$ cat src/rtl/mips_pkg.sv
// Shared MIPS pipeline definitions used by the MEM-stage data-memory controller.
package mips_pkg;

    localparam int unsigned XLEN       = 32;
    localparam int unsigned OPCODE_W   = 6;
    localparam int unsigned DMEM_CNT_W = 8;

    localparam logic [OPCODE_W-1:0] OP_LW = 6'b100011;
    localparam logic [OPCODE_W-1:0] OP_SW = 6'b101011;

    // Load data returned when the data memory never acknowledges
    localparam logic [XLEN-1:0] DMEM_ERR_DATA = 32'hDEADBEEF;

    typedef enum logic [1:0] {
        IDLE,
        ACCESS,
        DONE
    } dmem_state_t;

endpackage

$ cat src/rtl/dmem_ack_timer.sv
// Ack-wait counter: clear on request issue, increment per unacknowledged cycle,
// registered terminal-count flag when the count reaches LIMIT-1.
module dmem_ack_timer
    import mips_pkg::*;
#(
    parameter int unsigned LIMIT = 16
) (
    input  logic clk,
    input  logic reset,
    input  logic clr_i,
    input  logic inc_i,
    output logic done_o
);

    localparam logic [DMEM_CNT_W-1:0] TERM = DMEM_CNT_W'(LIMIT - 1);
    localparam logic [DMEM_CNT_W-1:0] CMAX = '1;

    logic [DMEM_CNT_W-1:0] count_q;
    logic [DMEM_CNT_W-1:0] count_d;
    logic                  done_q;

    // Next count: clear wins, increment saturates at all-ones
    always_comb begin
        count_d = count_q;
        if (clr_i) begin
            count_d = '0;
        end else if (inc_i && (count_q != CMAX)) begin
            count_d = count_q + DMEM_CNT_W'(1);
        end
    end

    // Count register and terminal-count flag derived from the next count
    always_ff @(posedge clk) begin
        if (reset) begin
            count_q <= '0;
            done_q  <= 1'b0;
        end else begin
            count_q <= count_d;
            done_q  <= (count_d == TERM);
        end
    end

    assign done_o = done_q;

endmodule

$ cat src/rtl/mem_stage_dmem_ctrl.sv
// MEM-stage data-memory controller: req/ack handshake to a variable-latency
// data memory, pipeline stall while outstanding, registered load data,
// misaligned-access and ack-timeout flagging.
module mem_stage_dmem_ctrl
    import mips_pkg::*;
#(
    parameter int unsigned     ACK_TIMEOUT = 16,
    parameter logic [XLEN-1:0] ERR_DATA    = DMEM_ERR_DATA
) (
    input  logic            clk,
    input  logic            reset,
    input  logic [XLEN-1:0] mem_instr_in,
    input  logic            mem_valid_in,
    input  logic [XLEN-1:0] mem_alu_result_in,
    input  logic [XLEN-1:0] mem_GPR_rt_in,
    input  logic            wb_ena,
    output logic            mem_stall,
    output logic            dmem_req,
    output logic            dmem_we,
    output logic [XLEN-1:0] dmem_addr,
    output logic [XLEN-1:0] dmem_wdata,
    input  logic            dmem_ack,
    input  logic [XLEN-1:0] dmem_rdata,
    output logic [XLEN-1:0] mem_load_data,
    output logic            mem_load_valid,
    output logic            mem_misaligned,
    output logic            mem_bus_error
);

    dmem_state_t     state_q, state_d;
    logic            req_q, req_d;
    logic            we_q, we_d;
    logic [XLEN-1:0] addr_q, addr_d;
    logic [XLEN-1:0] wdata_q, wdata_d;
    logic [XLEN-1:0] ldata_q, ldata_d;
    logic            lvalid_q, lvalid_d;
    logic            mis_q, mis_d;
    logic            berr_q, berr_d;

    logic            stall_c;
    logic            tmr_clr_c;
    logic            tmr_inc_c;
    logic            tmr_done;

    logic [OPCODE_W-1:0] opcode;
    logic                is_lw;
    logic                is_sw;
    logic                mem_op;
    logic                aligned;
    logic                unused_instr;

    // Instruction decode for the op currently in MEM
    assign opcode       = mem_instr_in[XLEN-1 -: OPCODE_W];
    assign is_lw        = (opcode == OP_LW);
    assign is_sw        = (opcode == OP_SW);
    assign mem_op       = mem_valid_in && (is_lw || is_sw);
    assign aligned      = (mem_alu_result_in[1:0] == 2'b00);
    assign unused_instr = ^mem_instr_in[XLEN-OPCODE_W-1:0];

    // Ack wait counter
    dmem_ack_timer #(
        .LIMIT (ACK_TIMEOUT)
    ) u_ack_timer (
        .clk    (clk),
        .reset  (reset),
        .clr_i  (tmr_clr_c),
        .inc_i  (tmr_inc_c),
        .done_o (tmr_done)
    );

    // Next-state and next-output logic
    always_comb begin
        state_d   = state_q;
        req_d     = req_q;
        we_d      = we_q;
        addr_d    = addr_q;
        wdata_d   = wdata_q;
        ldata_d   = ldata_q;
        lvalid_d  = lvalid_q;
        mis_d     = 1'b0;
        berr_d    = 1'b0;
        stall_c   = 1'b0;
        tmr_clr_c = 1'b0;
        tmr_inc_c = 1'b0;

        case (state_q)
            IDLE: begin
                if (mem_op) begin
                    if (aligned) begin
                        stall_c   = 1'b1;
                        addr_d    = {mem_alu_result_in[XLEN-1:2], 2'b00};
                        wdata_d   = mem_GPR_rt_in;
                        we_d      = is_sw;
                        req_d     = 1'b1;
                        tmr_clr_c = 1'b1;
                        state_d   = ACCESS;
                    end else begin
                        mis_d    = 1'b1;
                        ldata_d  = '0;
                        lvalid_d = 1'b0;
                        state_d  = DONE;
                    end
                end
            end

            ACCESS: begin
                stall_c = 1'b1;
                if (dmem_ack) begin
                    req_d = 1'b0;
                    if (!we_q) begin
                        ldata_d  = dmem_rdata;
                        lvalid_d = 1'b1;
                    end
                    state_d = DONE;
                end else if (tmr_done) begin
                    req_d  = 1'b0;
                    berr_d = 1'b1;
                    if (!we_q) begin
                        ldata_d  = ERR_DATA;
                        lvalid_d = 1'b1;
                    end
                    state_d = DONE;
                end else begin
                    tmr_inc_c = 1'b1;
                end
            end

            DONE: begin
                // Same instruction stays in MEM until WB advances; never reissue
                if (wb_ena) begin
                    lvalid_d = 1'b0;
                    state_d  = IDLE;
                end
            end

            default: begin
                state_d = IDLE;
            end
        endcase
    end

    // State and output registers
    always_ff @(posedge clk) begin
        if (reset) begin
            state_q  <= IDLE;
            req_q    <= 1'b0;
            we_q     <= 1'b0;
            addr_q   <= '0;
            wdata_q  <= '0;
            ldata_q  <= '0;
            lvalid_q <= 1'b0;
            mis_q    <= 1'b0;
            berr_q   <= 1'b0;
        end else begin
            state_q  <= state_d;
            req_q    <= req_d;
            we_q     <= we_d;
            addr_q   <= addr_d;
            wdata_q  <= wdata_d;
            ldata_q  <= ldata_d;
            lvalid_q <= lvalid_d;
            mis_q    <= mis_d;
            berr_q   <= berr_d;
        end
    end

    // Stall request is combinational but forced low while in reset
    assign mem_stall      = stall_c && !reset;
    assign dmem_req       = req_q;
    assign dmem_we        = we_q;
    assign dmem_addr      = addr_q;
    assign dmem_wdata     = wdata_q;
    assign mem_load_data  = ldata_q;
    assign mem_load_valid = lvalid_q;
    assign mem_misaligned = mis_q;
    assign mem_bus_error  = berr_q;

endmodule

$ cat config.mk
export PLATFORM = sky130hd
export DESIGN_NAME = mem_stage_dmem_ctrl
export DESIGN_NICKNAME = d
export VERILOG_FILES = /design/src/rtl/mips_pkg.sv /design/src/rtl/dmem_ack_timer.sv /design/src/rtl/mem_stage_dmem_ctrl.sv
export SDC_FILE = /design/constraint.sdc
export NUM_CORES = 1
export LEC_CHECK = 0
export ABC_AREA = 1
export BUFFER_PORTS_ARGS = -buffer_cell sky130_fd_sc_hd__buf_2
export CAP_MARGIN = 20
export CORE_AREA = 10 10 154 85
export CTS_BUF_LIST = sky130_fd_sc_hd__clkbuf_16
export CTS_CLUSTER_DIAMETER = 50
export DETAILED_ROUTE_END_ITERATION = 16
export DIE_AREA = 0 0 164 95
export GPL_TIMING_DRIVEN = 1
export PLACE_DENSITY = 0.78
export SYNTH_ARGS = -nofsm -noshare
export SYNTH_HDL_FRONTEND = slang
export SYNTH_SLANG_ARGS = --single-unit
$ cat constraint.sdc
create_clock -name clk -period 1.8 [get_ports clk]
set_input_delay 0.54 -clock clk [delete_from_list [all_inputs] [get_ports clk]]
set_output_delay 0.54 -clock clk [all_outputs]
set_load 0.01 [all_outputs]
# Word-level counts from Yosys, hierarchy flattened
# Index checks and enable logic that the tools add are counted.
[word_totals]
output_inout_bits = 102
rom_bits = 0
regBits = 110
mem_bits_rw = 0
latchBits = 0
inputBits = 133
word_cells = 79
mem_count = 0
[op_classes]
eq_ne = 12
n_addsub = 1
shift = 0
n_bitwise = 3
order_cmp = 0
n_div = 0
mux = 36
n_reduce_logical = 16
n_mul = 0
[op_table]
columns = ["op", "n"]
rows = [
  ["two-way mux 32 bit", 6],
  ["one-hot mux 32 bit (2 select lines)", 1],
  ["two-way mux 1 bit", 18],
  ["two-way mux 8 bit", 2],
  ["== test 6 bit, second input constant", 2],
  ["two-way mux 2 bit", 5],
  ["inequality test 2 bit, second input constant", 5],
  ["AND reduction 5 bit", 2],
  ["adder 8 x 1 -> 8 bit, second input constant", 1],
  ["== test 8 x 4 -> 1 bit, second input constant", 1],
  ["inequality test 8 bit, second input constant", 1],
  ["one-hot mux 2 bit (3 select lines)", 1],
  ["AND reduction 3 bit", 2],
  ["OR reduction 3 bit", 2],
  ["logical NOT 2 bit", 2],
  ["one-hot mux 1 bit (2 select lines)", 2],
  ["AND reduction 4 bit", 1],
  ["logical AND 1 bit", 3],
  ["inequality test 3 x 2 -> 1 bit, second input constant", 1],
  ["NOT 1 bit", 3],
  ["one-hot mux 1 bit (3 select lines)", 1],
  ["nonzero test 3 bit", 1],
  ["== test 2 x 1 -> 1 bit, second input constant", 1],
  ["== test 2 bit, second input constant", 1],
  ["3 further kinds", 3],
]

# Longest topological paths before layout
[logic_depth]
ltp_word = 7
ltp_mapped = 11
ltp_nobuf = 11

# Modules after synthesis
# A second synthesis with hierarchy kept.
[hier_totals]
cells_unflattened = 632
hier_area_um2 = 4535.6
[by_module_without_submodules]
columns = ["module", "seq_area_each_um2", "n_inst", "area_per_inst_um2", "cells_each"]
rows = [
  ["mem_stage_dmem_ctrl", 2021.9, 1, 3996.3, 548],
  ["dmem_ack_timer", 180.2, 1, 539.3, 84],
]

# Worst setup path before layout
# OpenSTA, ideal clock, no wires.
[synth_timing]
path_kind = "input port to output port"
startpoint = "input mem_instr_in[30]"
endpoint = "output mem_stall"
setup_slack_ps = -8
arrival_ps = 1268
required_ps = 1260
n_path_buf = 0
path_stages = 7
cell_sequence = "inv_1 nand2_1 nor2_1 nand3_1 nor3_1 inv_1 a21oi_1"
[synth_via]
elab_chain_cells = 6
word_cells_on_any_way = 7
classes_between = "2 x eq/ne; 2 x mux; 3 x reduce/logical"
[synth_lines]
columns = ["item", "line_no", "rtl"]
rows = [
  ["from (decl)", "mem_stage_dmem_ctrl.sv:12", "input logic [XLEN-1:0] mem_instr_in,"],
  ["== test 6 bit (on tied branches)", "mem_stage_dmem_ctrl.sv:54, mem_stage_dmem_ctrl.sv:55", ""],
  ["logical OR 1 bit *", "mem_stage_dmem_ctrl.sv:56", "assign mem_op = mem_valid_in && (is_lw || is_sw);"],
  ["logical AND 1 bit *", "mem_stage_dmem_ctrl.sv:56", ""],
  ["two-way mux 1 bit *", "mem_stage_dmem_ctrl.sv:88", "if (mem_op) begin"],
  ["one-hot mux 1 bit (2 select lines) *", "mem_stage_dmem_ctrl.sv:86", "case (state_q)"],
  ["logical AND 1 bit *", "mem_stage_dmem_ctrl.sv:168", "assign mem_stall = stall_c && !reset;"],
  ["to (decl)", "mem_stage_dmem_ctrl.sv:17", "output logic mem_stall,"],
]
# Every way passes the cells marked *; elsewhere a longest branch is shown, timed or not.

# Final worst setup path
# Same ends and word-level chain as after synthesis.

==> flow_summary.ini <==
[critical_path]
crit_cells = 10
r2r_start = u_ack_timer.count_q[1]
endpoint = mem_stall
crit_chain = buf_6 > inv_2 > nand2_1 > nor2_1 > nand3_2 > nor3_2 > buf_4 > inv_4 > a21oi_2 > buf_2
cp-startpoint = mem_instr_in[30]
crit_family = buffers and inverters
cp_slowest_cell = buf_4
r2r-end = u_ack_timer.done_o
critPathMaxFanout = 3
required_ns = 1.26
ff2ff_path_depth = 11
reg2reg_slack_ns = 0.19
path_buf_inv = 5
end_kind = output port
cp-start-kind = input port
critical_path_arrival_ns = 1.51
slowest_delay_ns = 0.17
critPathKind = input port to output port

[timing]
slew_viol_final = 0
finalCritPeriodShare_pct = 114
min_period_ns = 2.05
timing.hold.ws_ns = 0.451
fmax_ghz = 0.488
tns_ns = -0.249
hold_viol_final = 0
setup_ws_ns = -0.249
grt_setup_unrepaired = true
finalClockSkew_ns = 0.00744
slew_headroom_pct = 66.5
setup_viol = 1
worst_pin_slew_ns = 0.502

[finish]
fin_util_pct = 59.1
area_growth_pct = 35.7
final_common_cell = buf_2
nets = 969
drive_gt1_share_pct = 35.7
num-fill-cells = 1018
most-common-layout-cells = 205 x buf_2, 194 x nor2_1, 110 x dfxtp_1
antenna_cells = 0

[worst_hold_path]
hold_class = input port to register

[global_routing]
grt-ovfl-total = 0
grt_max_degree = 59
grt_antenna_before_repair = 0
grt_usage_pct = 17.3
grt_pass1_wl_microns = 22000
grt_pass1_vias = 4188

[pwr]
power.share.clock_pct = 41.6
p_seq_share_pct = 51.5
vdd_drop_max_uv = 691
swShare_pct = 22.3
power.internal_mw = 3.68
combPwrFrac_pct = 6.9
p_switching_mw = 1.06
finalPower_mw = 4.74
leakagePower_nw = 2.88
p_per_area_nw_per_um2 = 762

[floorplanning]
die_h_microns = 95
row_count = 27
design.die.area_sq_um = 15600
io_pins = 235
start_util_pct = 43.5
fp.dieW_microns = 164
core_sq_um = 10500

[clocking]
htree_levels = 3
tritoncts = yes
cts.sinks = 110
cts_setup_buffers = 0
cts_buffers = 9
clock-root-buffer = clkbuf_16
clk_pin_slew_ns = 0.07
worst_skew_pair.late_latency_ns = 0.34
clockBufferDepth = 2

[yosys]
netlist_instances = 619
avgSynthCellArea_sq_um = 7.41
synth_top_area_share_pct = 48.0
synth_area_sq_um = 4590
synth_top_cell_by_area = dfxtp_1
ys_seq_area_share_pct = 48.0
ys_top_cells_by_area = dfxtp_1 48%, nor2_1 16%, nand2_1 7.2%
synth_seq_cells = 110
synth_cell_type_count = 32
synth-warning-count = 0

[detailed_routing]
route.detailed.drc = 0
wl_per_cell_microns = 14.5
drt_iter0_drc = 279
viasPerCell = 4.70
ant_nets = 0
drt-total-wl_microns = 14200
vias = 4626
firstDrtPassIters = 5

[placed_design]
post-dp-hpwl_microns = 11100
port_buffers = 206
finalWeightedCongestion = 0.856

[status]
violations = setup timing
outcome = finished with violations

[run]
maxCapViolCount = 0
synthesized netlist by cell type, drive strengths merged:
| master | instances |
|---|---|
| buf | 17 |
| inv | 25 |
| o21bai | 2 |
| nor3 | 4 |
| dfxtp | 110 |
| nand2 | 104 |
| nand3 | 16 |
| nand4 | 10 |
| xor2 | 1 |
| o21ai | 65 |
| a21oi | 40 |
| conb | 1 |
| o22ai | 1 |
| nor2 | 201 |
| nand3b | 1 |
| clkinv | 1 |
| clkbuf | 19 |
| ha | 1 |
kinds of logic (layout without fill, tap and decap cells):
| kind of cell | count (synthesis) | in the layout | share of synthesized area [%] |
|---|---|---|---|
| AND/OR/NAND/NOR | 336 | 336 | 31.0 |
| other | 1 | 2 | 0.0817 |
| flip-flops | 110 | 110 | 48.0 |
| AO/OA/AOI/OAI | 108 | 108 | 13.0 |
| buffers and inverters | 62 | 282 | 7.44 |
| XOR/XNOR | 1 | 1 | 0.191 |
| adder cells (fa/ha/maj) | 1 | 1 | 0.273 |
layout make-up:
class                      instances  area [sq um]  area share [%]
sequential                       110          2200            35.4
tap                              145           181            2.91
multi-input combinational        448          2070            33.3
timing repair buffer             240          1370            22.0
clock inverter                     7          72.6            1.17
clock buffer                       9           225            3.62
inverter                          26           103            1.65
through the flow:
stage,cells,cell area [sq um],setup slack [ns]
global placement,969,5900,-0.311
finish,985,6230,-0.249
global route,985,6230,-0.348
detailed placement,969,5900,-0.345
CTS,985,6200,-0.264
floorplan,620,4600,0.0306
state kept, by name, summed over array words and instances (netlist names), 2 cells and up:
name	count
dmem_wdata	32
state_q	2
mem_load_data	32
dmem_addr	30
u_ack_timer.count_q	8
worst min-delay path, cell delays in order:
cell	delay (ns)
buf_2	0.07
o21ai_0	0.07
nor2_1	0.08
how the worst min path moves through the flow:
stage | slack [ns] | depth (start not counted) | start | endpoint
2_1_floorplan | 0.44 | 2 | u_ack_timer.done_o | mem_bus_error
3_3_place_gp | 0.45 | 2 | mem_load_data[10] | mem_load_data[10]
3_5_place_dp | 0.45 | 2 | mem_load_data[10] | mem_load_data[10]
6_report | 0.45 | 3 | mem_alu_result_in[14] | dmem_addr[14]
5_1_grt | 0.45 | 3 | dmem_rdata[29] | mem_load_data[29]
4_1_cts | 0.44 | 3 | mem_GPR_rt_in[30] | dmem_wdata[30]
power by group through the flow:
stage | clock (mW) | sequential, mW | combinational [mW]
5_1_grt | 2.12 | 2.44 | 0.363
4_1_cts | 2.03 | 2.44 | 0.326
6_report | 1.97 | 2.44 | 0.328
3_5_place_dp | 0 | 2.50 | 0.322
3_3_place_gp | 0 | 2.50 | 0.318
2_1_floorplan | 0 | 2.50 | 0.143
timing repair:
action                     4_1_cts  5_1_grt
pin swaps                        1        0
hold buffers                     0        0
setup endpoints to repair        1        2
gates resized for setup          4        6
metal layers:
layer | track usage [%] | part of all wire, %
met2 | 27.9 | 46
met4 | 3.85 | 0.74
met5 | 0 | 0
met1 | 23.1 | 46
met3 | 4.26 | 7.3
Power figures use the tool's default switching activity.
